$ cat config.mk
export PLATFORM = sky130hd
export DESIGN_NAME = mem_port_arbiter_flat
export DESIGN_NICKNAME = d
export VERILOG_FILES = /design/src/rtl/mem_port_arbiter_if.sv /design/src/rtl/mem_port_arbiter.sv /design/src/flat_wrapper.sv
export SDC_FILE = /design/constraint.sdc
export NUM_CORES = 1
export LEC_CHECK = 0
export CORE_MARGIN = 5
export CORE_UTILIZATION = 37
export CTS_CLUSTER_SIZE = 14
export DETAILED_ROUTE_END_ITERATION = 8
export GPL_ROUTABILITY_DRIVEN = 0
export PLACE_DENSITY = 0.86
export SLEW_MARGIN = 20
export SYNTH_ARGS = -nofsm -noshare
export SYNTH_HDL_FRONTEND = slang
export SYNTH_SLANG_ARGS = --single-unit
$ cat constraint.sdc
create_clock -name clk -period 1.7 [get_ports clk]
set_clock_uncertainty 0.05 [all_clocks]
set_input_delay 0.255 -clock clk [delete_from_list [all_inputs] [get_ports clk]]
set_output_delay 0.255 -clock clk [all_outputs]
set_load 0.03 [all_outputs]
$ cat src/rtl/mem_port_arbiter_if.sv
// Bus bundle for mem_port_arbiter: fetch requester, load/store requester
// and the shared memory port. The arbiter uses the slave view; the
// requesters and the memory model together use the master view.
interface mem_port_arbiter_if #(
  parameter int AW = 32,
  parameter int DW = 32
);
  // Fetch requester
  logic          if_req;
  logic [AW-1:0] if_addr;
  logic [DW-1:0] if_rdata;
  logic          if_ack;
  logic          if_stall;

  // Load/store requester
  logic          d_read;
  logic          d_write;
  logic [AW-1:0] d_addr;
  logic [DW-1:0] d_wdata;
  logic [DW-1:0] d_rdata;
  logic          d_ack;
  logic          d_stall;

  // Shared memory port
  logic          mem_en;
  logic          mem_we;
  logic [AW-1:0] mem_addr;
  logic [DW-1:0] mem_wdata;
  logic [DW-1:0] mem_rdata;
  logic          mem_ready;

  modport slave (
    input  if_req, if_addr, d_read, d_write, d_addr, d_wdata, mem_rdata, mem_ready,
    output if_rdata, if_ack, if_stall, d_rdata, d_ack, d_stall,
           mem_en, mem_we, mem_addr, mem_wdata
  );

  modport master (
    output if_req, if_addr, d_read, d_write, d_addr, d_wdata, mem_rdata, mem_ready,
    input  if_rdata, if_ack, if_stall, d_rdata, d_ack, d_stall,
           mem_en, mem_we, mem_addr, mem_wdata
  );
endinterface

$ cat src/rtl/mem_port_arbiter.sv
// Arbitrates instruction fetch and load/store onto one single-port,
// variable-latency memory. One transaction at a time: IDLE picks a
// requester and latches its command, GNT_x holds the command on the
// memory port until mem_ready, then the result is registered and acked
// for one cycle while the FSM is back in IDLE.
module mem_port_arbiter #(
  parameter int AW         = 32,
  parameter int DW         = 32,
  parameter int STARVE_MAX = 4   // legal range 1..15
) (
  input logic               clk,
  input logic               rst_n,
  mem_port_arbiter_if.slave bus
);

  localparam logic [3:0] STARVE_LIM = 4'(STARVE_MAX);

  typedef enum logic [1:0] {
    IDLE   = 2'd0,
    GNT_IF = 2'd1,
    GNT_D  = 2'd2
  } state_t;

  state_t        state_q, state_d;
  logic [AW-1:0] addr_q;
  logic [DW-1:0] wdata_q;
  logic          we_q;
  logic [DW-1:0] if_rdata_q, d_rdata_q;
  logic          if_ack_q, d_ack_q;
  logic [3:0]    starve_cnt;

  logic d_req, if_elig, d_elig, starved;
  logic grant_if, grant_d, done;

  // Arbitration and next-state decode.
  always_comb begin
    // NOTE: every signal written here gets a default first, so no path
    // through the case statement can leave one unassigned and infer a latch.
    state_d  = state_q;
    grant_if = 1'b0;
    grant_d  = 1'b0;
    done     = 1'b0;

    d_req   = bus.d_read | bus.d_write;
    if_elig = bus.if_req & ~if_ack_q;
    d_elig  = d_req & ~d_ack_q;
    starved = (starve_cnt == STARVE_LIM);

    case (state_q)
      IDLE: begin
        // A raw data request keeps priority over fetch even in its own ack
        // cycle (where it cannot be re-granted), so back-to-back loads keep
        // the port until the starvation limit hands it to fetch.
        if (if_elig && (!d_req || starved)) begin
          grant_if = 1'b1;
          state_d  = GNT_IF;
        end else if (d_elig) begin
          grant_d = 1'b1;
          state_d = GNT_D;
        end
      end
      GNT_IF, GNT_D: begin
        if (bus.mem_ready) begin
          done    = 1'b1;
          state_d = IDLE;
        end
      end
      default: state_d = IDLE;
    endcase
  end

  // FSM state register.
  always_ff @(posedge clk or negedge rst_n) begin
    // NOTE: sequential state is updated with non-blocking assignments so all
    // registers sample the same pre-edge values regardless of block order.
    if (!rst_n) state_q <= IDLE;
    else        state_q <= state_d;
  end

  // Command latch, read-data capture and ack pulses.
  always_ff @(posedge clk or negedge rst_n) begin
    if (!rst_n) begin
      addr_q     <= '0;
      wdata_q    <= '0;
      we_q       <= 1'b0;
      if_rdata_q <= '0;
      d_rdata_q  <= '0;
      if_ack_q   <= 1'b0;
      d_ack_q    <= 1'b0;
    end else begin
      if_ack_q <= done && (state_q == GNT_IF);
      d_ack_q  <= done && (state_q == GNT_D);

      if (grant_if) begin
        addr_q <= bus.if_addr;
        we_q   <= 1'b0;
      end else if (grant_d) begin
        addr_q  <= bus.d_addr;
        we_q    <= bus.d_write;   // read+write together is a write
        wdata_q <= bus.d_wdata;
      end

      if (done && (state_q == GNT_IF)) if_rdata_q <= bus.mem_rdata;
      if (done && (state_q == GNT_D))  d_rdata_q  <= we_q ? '0 : bus.mem_rdata;
    end
  end

  // Consecutive data grants while fetch waits; saturates at the limit.
  always_ff @(posedge clk or negedge rst_n) begin
    if (!rst_n)                                 starve_cnt <= '0;
    else if (!bus.if_req || grant_if)           starve_cnt <= '0;
    else if (grant_d && starve_cnt != STARVE_LIM) starve_cnt <= starve_cnt + 4'd1;
  end

  assign bus.mem_en    = (state_q != IDLE);
  assign bus.mem_we    = (state_q != IDLE) & we_q;
  assign bus.mem_addr  = addr_q;
  assign bus.mem_wdata = wdata_q;

  assign bus.if_rdata = if_rdata_q;
  assign bus.if_ack   = if_ack_q;
  assign bus.d_rdata  = d_rdata_q;
  assign bus.d_ack    = d_ack_q;

  assign bus.if_stall = bus.if_req & ~if_ack_q;
  assign bus.d_stall  = (bus.d_read | bus.d_write) & ~d_ack_q;

endmodule

$ cat src/flat_wrapper.sv
// flat-port wrapper written by rule: the top's interface ports become plain ports
module mem_port_arbiter_flat 
#(
  parameter int AW         = 32,
  parameter int DW         = 32,
  parameter int STARVE_MAX = 4                       
)
  (clk, rst_n, bus_if_req, bus_if_addr, bus_d_read, bus_d_write, bus_d_addr, bus_d_wdata, bus_mem_rdata, bus_mem_ready, bus_if_rdata, bus_if_ack, bus_if_stall, bus_d_rdata, bus_d_ack, bus_d_stall, bus_mem_en, bus_mem_we, bus_mem_addr, bus_mem_wdata);
  mem_port_arbiter_if #(.AW(AW), .DW(DW)) bus_i ();
  input logic clk;
  input logic rst_n;
  input wire logic [$bits(bus_i.if_req)-1:0] bus_if_req;
  input wire logic [$bits(bus_i.if_addr)-1:0] bus_if_addr;
  input wire logic [$bits(bus_i.d_read)-1:0] bus_d_read;
  input wire logic [$bits(bus_i.d_write)-1:0] bus_d_write;
  input wire logic [$bits(bus_i.d_addr)-1:0] bus_d_addr;
  input wire logic [$bits(bus_i.d_wdata)-1:0] bus_d_wdata;
  input wire logic [$bits(bus_i.mem_rdata)-1:0] bus_mem_rdata;
  input wire logic [$bits(bus_i.mem_ready)-1:0] bus_mem_ready;
  output wire logic [$bits(bus_i.if_rdata)-1:0] bus_if_rdata;
  output wire logic [$bits(bus_i.if_ack)-1:0] bus_if_ack;
  output wire logic [$bits(bus_i.if_stall)-1:0] bus_if_stall;
  output wire logic [$bits(bus_i.d_rdata)-1:0] bus_d_rdata;
  output wire logic [$bits(bus_i.d_ack)-1:0] bus_d_ack;
  output wire logic [$bits(bus_i.d_stall)-1:0] bus_d_stall;
  output wire logic [$bits(bus_i.mem_en)-1:0] bus_mem_en;
  output wire logic [$bits(bus_i.mem_we)-1:0] bus_mem_we;
  output wire logic [$bits(bus_i.mem_addr)-1:0] bus_mem_addr;
  output wire logic [$bits(bus_i.mem_wdata)-1:0] bus_mem_wdata;
  assign bus_i.if_req = bus_if_req;
  assign bus_i.if_addr = bus_if_addr;
  assign bus_i.d_read = bus_d_read;
  assign bus_i.d_write = bus_d_write;
  assign bus_i.d_addr = bus_d_addr;
  assign bus_i.d_wdata = bus_d_wdata;
  assign bus_i.mem_rdata = bus_mem_rdata;
  assign bus_i.mem_ready = bus_mem_ready;
  assign bus_if_rdata = bus_i.if_rdata;
  assign bus_if_ack = bus_i.if_ack;
  assign bus_if_stall = bus_i.if_stall;
  assign bus_d_rdata = bus_i.d_rdata;
  assign bus_d_ack = bus_i.d_ack;
  assign bus_d_stall = bus_i.d_stall;
  assign bus_mem_en = bus_i.mem_en;
  assign bus_mem_we = bus_i.mem_we;
  assign bus_mem_addr = bus_i.mem_addr;
  assign bus_mem_wdata = bus_i.mem_wdata;
  mem_port_arbiter #(.AW(AW), .DW(DW), .STARVE_MAX(STARVE_MAX)) u_core (.clk(clk), .rst_n(rst_n), .bus(bus_i));
endmodule
# Yosys cells after proc, flatten, opt, wreduce, memory -nomap -nowiden
# Cells that the tools add are included.
[op_classes]
n_addsub = 1
n_eq_ne = 6
mux = 18
bitwise = 7
reduce_logical = 15
[ops]
columns = ["op", "n"]
rows = [
  ["$mux W32", 3],
  ["$mux W1", 9],
  ["$mux W4", 2],
  ["$mux W2", 3],
  ["$reduce_bool A2 Y1", 3],
  ["$add A4 B1 Y4 const B", 1],
  ["$eq A4 B3 Y1 const B", 1],
  ["$logic_and A1 B1 Y1", 4],
  ["$ne A4 B3 Y1 const B", 1],
  ["$pmux W2 S2", 1],
  ["$reduce_and A2 Y1", 2],
  ["$and A1 B1 Y1", 3],
  ["$ne A3 B2 Y1 const B", 1],
  ["$not A1 Y1", 3],
  ["$eq A2 B1 Y1 const B", 1],
  ["$eq A2 B2 Y1 const B", 1],
  ["$logic_not A1 Y1", 2],
  ["$logic_not A2 Y1", 1],
  ["$logic_or A1 B1 Y1", 2],
  ["$ne A2 B2 Y1 const B", 1],
  ["$reduce_or A2 Y1", 1],
  ["$or A1 B1 Y1", 1],
]
[totals]
regBits = 137
in_bits = 134
out_inout_bits = 134
word_cells = 56

# Logic depth before layout (Yosys ltp)
[depth]
depth_word = 9
mapped_depth = 9
depth_no_buf = 6

# Worst setup path after synthesis
# OpenSTA, ideal clock, no wires.
[synth_timing]
kind = "register to register"
from = "reg u_core.state_q[0]"
to = "reg u_core.addr_q[13], in the netlist u_core.bus.mem_addr[13]"
setup_ns = 0.124
t_arrival_ns = 1.727
required_time_ns = 1.526
setup_slack_ns = -0.201
path_stages_with_launch = 10
path_buffers = 3
synth_period_minus_slack_ns = 1.901
cell_sequence = "dfrtp_1 inv_1 ha_1 buf_2 inv_1 a2111o_1 buf_6 buf_6 nand3_1 nand2_1"
[synth_between]
elab_chain_cells = 3
word_cells_on_any_way = 5
cone_classes = "mux (3); reduce/logical (2)"
[synth_lines]
columns = ["element", "line", "source"]
rows = [
  ["from (decl)", "mem_port_arbiter.sv:24", "state_t state_q, state_d;"],
  ["from (signal assigned)", "mem_port_arbiter.sv:77", "else state_q <= state_d;"],
  ["$logic_not A2 Y1 *", "mem_port_arbiter.sv:49", "case (state_q)"],
  ["$mux W1", "mem_port_arbiter.sv:49", ""],
  ["$mux W32 or $reduce_bool A2 Y1 (tied branches)", "--", ""],
  ["to (signal assigned)", "mem_port_arbiter.sv:95", "addr_q <= bus.if_addr;"],
  ["to (signal assigned)", "mem_port_arbiter.sv:98", "addr_q <= bus.d_addr;"],
  ["to (decl)", "mem_port_arbiter.sv:25", "logic [AW-1:0] addr_q;"],
]
# Every way passes the cells marked *; elsewhere a longest branch is shown, timed or not.
# A chain may end at the register's enable or synchronous reset.

# Worst setup path after layout
[layout_timing]
from = "reg u_core.starve_cnt[0]"
to = "reg u_core.addr_q[16], in the netlist u_core.bus.mem_addr[16]"
[layout_between]
elab_chain_cells = 6
word_cells_on_any_way = 9
cone_classes = "eq/ne (1); mux (5); reduce/logical (3)"
[layout_lines]
columns = ["element", "line", "source"]
rows = [
  ["from (decl)", "mem_port_arbiter.sv:30", "logic [3:0] starve_cnt;"],
  ["from (signal assigned)", "mem_port_arbiter.sv:112", "else if (grant_d && starve_cnt != STARVE_LIM) starve_cnt <= starve_cnt + 4'd1;"],
  ["$eq A4 B3 Y1 *", "mem_port_arbiter.sv:47", "starved = (starve_cnt == STARVE_LIM);"],
  ["$logic_or A1 B1 Y1 *", "mem_port_arbiter.sv:54", "if (if_elig && (!d_req || starved)) begin"],
  ["$logic_and A1 B1 Y1 *", "mem_port_arbiter.sv:54", ""],
  ["$mux W1", "mem_port_arbiter.sv:54", ""],
  ["$mux W1", "mem_port_arbiter.sv:49", ""],
  ["$mux W32 or $reduce_bool A2 Y1 (tied branches)", "--", ""],
]
# Marked as above.

==> key figures <==
Outcome
  – Result of the run: finished with violations
  – Violations in the final reports: setup timing

Global routing
  – Most utilized layer in the global route result: met2
  – Maximum number of pins on one net before global-route repair: 65
  – Wire length of the first global-routing pass: 28.6 mm
  – Sum of overflow across all layers after global routing: 0
  – Vias in the first global route: 5,463
  – Initial antenna violation count: 0
  – M1 GR Usage: 23.5%
  – Met2 capacity usage during global routing: a little over a third
  – Overall track demand over capacity in global routing: between 20% and 30%
  – Met3 demand-to-capacity share in global routing: 5.55%

Worst setup path
  – Endpoint class of the critical path: register
  – First element of the critical path: u_core.starve_cnt[0]
  – Data arrival time of the critical path: 2200 ps
  – Type of the worst setup path: reg2reg
  – Maximum fanout encountered on the critical timing path: 8
  – Category of the worst setup path launch point: register
  – Launch point of the worst reg-to-reg path: u_core.starve_cnt[0]
  – Required time of the critical path: slightly below 2000 ps

STA
  – Slew at the pin with the worst max-slew slack: around 460 ps
  – Setup violations, final: 78
  – Accumulated negative setup slack: -14,050 ps
  – Min Tclk post-route: around 2000 ps
  – Total count of max-transition violations in the final report: 0
  – Worst Slack Setup Final: -256 ps
  – Max_slew headroom: 69.0%
  – F_max: 511 MHz
  – Post-route fraction of the period consumed by the critical path: 115%
  – Unrepaired setup endpoints after global routing: true
  – Hold violation count in the final report: 0

Floorplan
  – Initial Utilization: 37.7%
  – Floorplan die height: 134 µm
  – Core area: 15,200 µm²
  – Die Span X: roughly 130 µm
  – Die area: 18,100 µm²
  – Top-level port count: between 200 and 300
  – Std-Cell Rows: 45

Place
  – Post-DP HPWL: 12.3 mm
  – Number of port buffers: 267
  – Post-place instance area: between 8000 and 9000 µm²
  – Placement-stage worst setup slack: -303 ps
  – Number of cells after detailed placement: 993

Cells and area
  – Commonest non-fill, non-tap cell in the layout: sky130_fd_sc_hd__dfrtp_1
  – Final instance area: between 10,000 and 15,000 µm²
  – Layout cells sized above 1: 25.3%
  – Ant. Diodes: 0
  – Most used cells in the layout excluding fill and tap cells: sky130_fd_sc_hd__dfrtp_1, sky130_fd_sc_hd__clkdlybuf4s50_1, sky130_fd_sc_hd__dlygate4sd2_1
  – Number of nets in the finished design: 999
  – Post-route insts no fill: about 1,100
  – Signed area change from the synthesized netlist to the final layout: 77.4%

Logic synthesis
  – Post-synthesis sequential element count: 137
  – Net count after synthesis: a little under 700
  – Cells taking the most area after synthesis: sky130_fd_sc_hd__dfrtp_1, sky130_fd_sc_hd__nand2_1, sky130_fd_sc_hd__mux2_2
  – Netlist cell types: 30
  – Total standard cell area after synthesis: 5720 µm²
  – Share of the synthesized area in the top cell type: 59.9%
  – Sequential area share after synthesis: between 50% and 60%
  – Yosys warning count: 0
  – Mapped Cells: 542
  – Synthesized area divided by synthesized cell count: 10.6 µm²
  – Cell taking the most area after synthesis: sky130_fd_sc_hd__dfrtp_1

Route
  – Detailed Routing Iterations Pass 1: 5
  – Wire length per cell: 19.4 µm
  – Drt via density: 5.02
  – Number of antenna-violating nets in the routed design: 0
  – Drc violations: 0
  – Drt first-iter violations: 296
  – Total routed wirelength: 20.5 mm
  – Vias: 5,316

Clock tree
  – Number of H-tree levels: 4
  – Clock latency of the later-clocked register in the worst-skew pair: 410 ps
  – TritonCTS clock tree: done
  – Clk Tree Root Cell: sky130_fd_sc_hd__clkbuf_16
  – Clk slew on worst S/H paths: 60 ps
  – TritonCTS buffer count: 17
  – Maximum root-to-sink buffer count: 2
  – Sinks on Clock Net: 137

Power and ir drop
  – Power Dens Cells: 1930 nW/µm²
  – Maximum ir drop on the vdd rail: 0.955 mV
  – Static leakage power: 5.15 nW

Flow run
  – MaxCap Viol Count: 0

Min path
  – Path category of the worst min-delay check: in2async
==> final timing paths <==
check | to | slack, ps | cells after the start
setup / recovery | u_core.bus.mem_addr[16] | -260 | 8
hold / removal | u_core.bus.if_rdata[13] | 280 | 2
setup reg to reg | u_core.bus.mem_addr[16] | -260 | 8
hold reg to reg | u_core.bus.mem_wdata[21] | 410 | 2
max in group asynchronous | u_core.bus.mem_wdata[29] | 800 | 3
min in group clk | u_core.bus.mem_wdata[29] | 330 | 3
==> power by group <==
group	total, mW	internal (mW)	switching (mW)
Sequential	5.57	4.68	0.895
Combinational	10.9	4.46	6.40
Clock	3.21	1.87	1.34
==> state kept, by name, summed over array words and instances (netlist names) <==
| signal | flops |
|---|---|
| u_core.bus.d_rdata | 32 |
| u_core.bus.if_rdata | 32 |
| u_core.bus.mem_addr | 32 |
| u_core.bus.mem_wdata | 32 |
| u_core.starve_cnt | 4 |
| u_core.state_q | 2 |
| u_core.bus.d_ack | 1 |
| u_core.bus.if_ack | 1 |
| u_core.we_q | 1 |
==> critical path, stage by stage (launching register included) <==
cell                       delay [ps]
sky130_fd_sc_hd__dfrtp_1          370
sky130_fd_sc_hd__inv_2             60
sky130_fd_sc_hd__ha_4             160
sky130_fd_sc_hd__and3b_4          180
sky130_fd_sc_hd__a2111o_2         540
sky130_fd_sc_hd__buf_6            180
sky130_fd_sc_hd__buf_16           160
sky130_fd_sc_hd__nand3_1           80
sky130_fd_sc_hd__nand2_1           50
==> cells by family (layout without fill, tap and decap cells) <==
logic type                 count (synthesis)  after routing  share of synthesized area [%]
buffers and inverters                     42            371                           4.39
and+or+nand+nor                          249            249                           19.0
AOI/OAI and AO/OA                         74             74                           8.83
DFF                                      137            137                           59.9
xor gates and xnor gates                   1              1                          0.153
muxes                                     34             34                           6.64
adders and majority gates                  5              5                           1.09
==> per-stage QoR <==
| step | total power [mW] | hold WS [ps] | util [%] |
|---|---|---|---|
| finish | 19.6 | 278 | 66.8 |
| global route | 20.6 | 286 | 66.8 |
| CTS | 18.8 | 251 | 63.7 |
| detailed placement | 14.9 | 124 | 57.6 |
| global placement | 14.6 | 122 | 57.6 |
| floorplan | 10.9 | -90.6 | - |
==> cells in the mapped netlist <==
library cell / count
sky130_fd_sc_hd__ha_1: 5
sky130_fd_sc_hd__o211a_1: 1
sky130_fd_sc_hd__mux2i_1: 2
sky130_fd_sc_hd__o31ai_1: 1
sky130_fd_sc_hd__nand3_1: 37
sky130_fd_sc_hd__inv_1: 7
sky130_fd_sc_hd__clkbuf_2: 1
sky130_fd_sc_hd__nand2_1: 164
sky130_fd_sc_hd__and3_1: 2
sky130_fd_sc_hd__xnor2_1: 1
sky130_fd_sc_hd__clkbuf_1: 17
sky130_fd_sc_hd__a22oi_1: 32
sky130_fd_sc_hd__buf_6: 11
sky130_fd_sc_hd__o2111a_1: 1
sky130_fd_sc_hd__o211ai_2: 1
sky130_fd_sc_hd__nor2b_1: 3
sky130_fd_sc_hd__nand3b_1: 1
sky130_fd_sc_hd__buf_2: 5
sky130_fd_sc_hd__o21ai_0: 34
sky130_fd_sc_hd__a2111o_1: 1
sky130_fd_sc_hd__nor2_1: 8
sky130_fd_sc_hd__a2111oi_4: 1
sky130_fd_sc_hd__and3b_4: 1
sky130_fd_sc_hd__dfrtp_1: 137
sky130_fd_sc_hd__nand2b_1: 32
sky130_fd_sc_hd__mux2_2: 32
sky130_fd_sc_hd__buf_4: 1
sky130_fd_sc_hd__a21oi_1: 1
sky130_fd_sc_hd__nor3_1: 1
sky130_fd_sc_hd__o21ba_2: 1
==> layer usage <==
metal  routed length, µm  vias up  share of wire [%]
li1                    -     2448                  -
met1                7940     2617                 39
met2               10700      204                 52
met3                1290       47                6.3
met4                 606        0                3.0
met5                   0        -                  0
==> what timing repair did <==
item,CTS,global route
resized for setup,189,108
pin swaps,55,36
hold endpoints to repair,29,0
setup endpoints to repair,201,103
cloned,10,6
buffers inserted,18,3
hold buffers,1,0
==> area by class of cell <==
class	instances	area, µm²
well taps	188	235
flip-flops and latches	137	3430
repair buffers	334	3460
multi-input cells	363	2500
inverters	7	30.0
clock inverters	9	53.8
clock buffers	21	450
fillers	1132	5040
(Power assumes the default switching activity.)
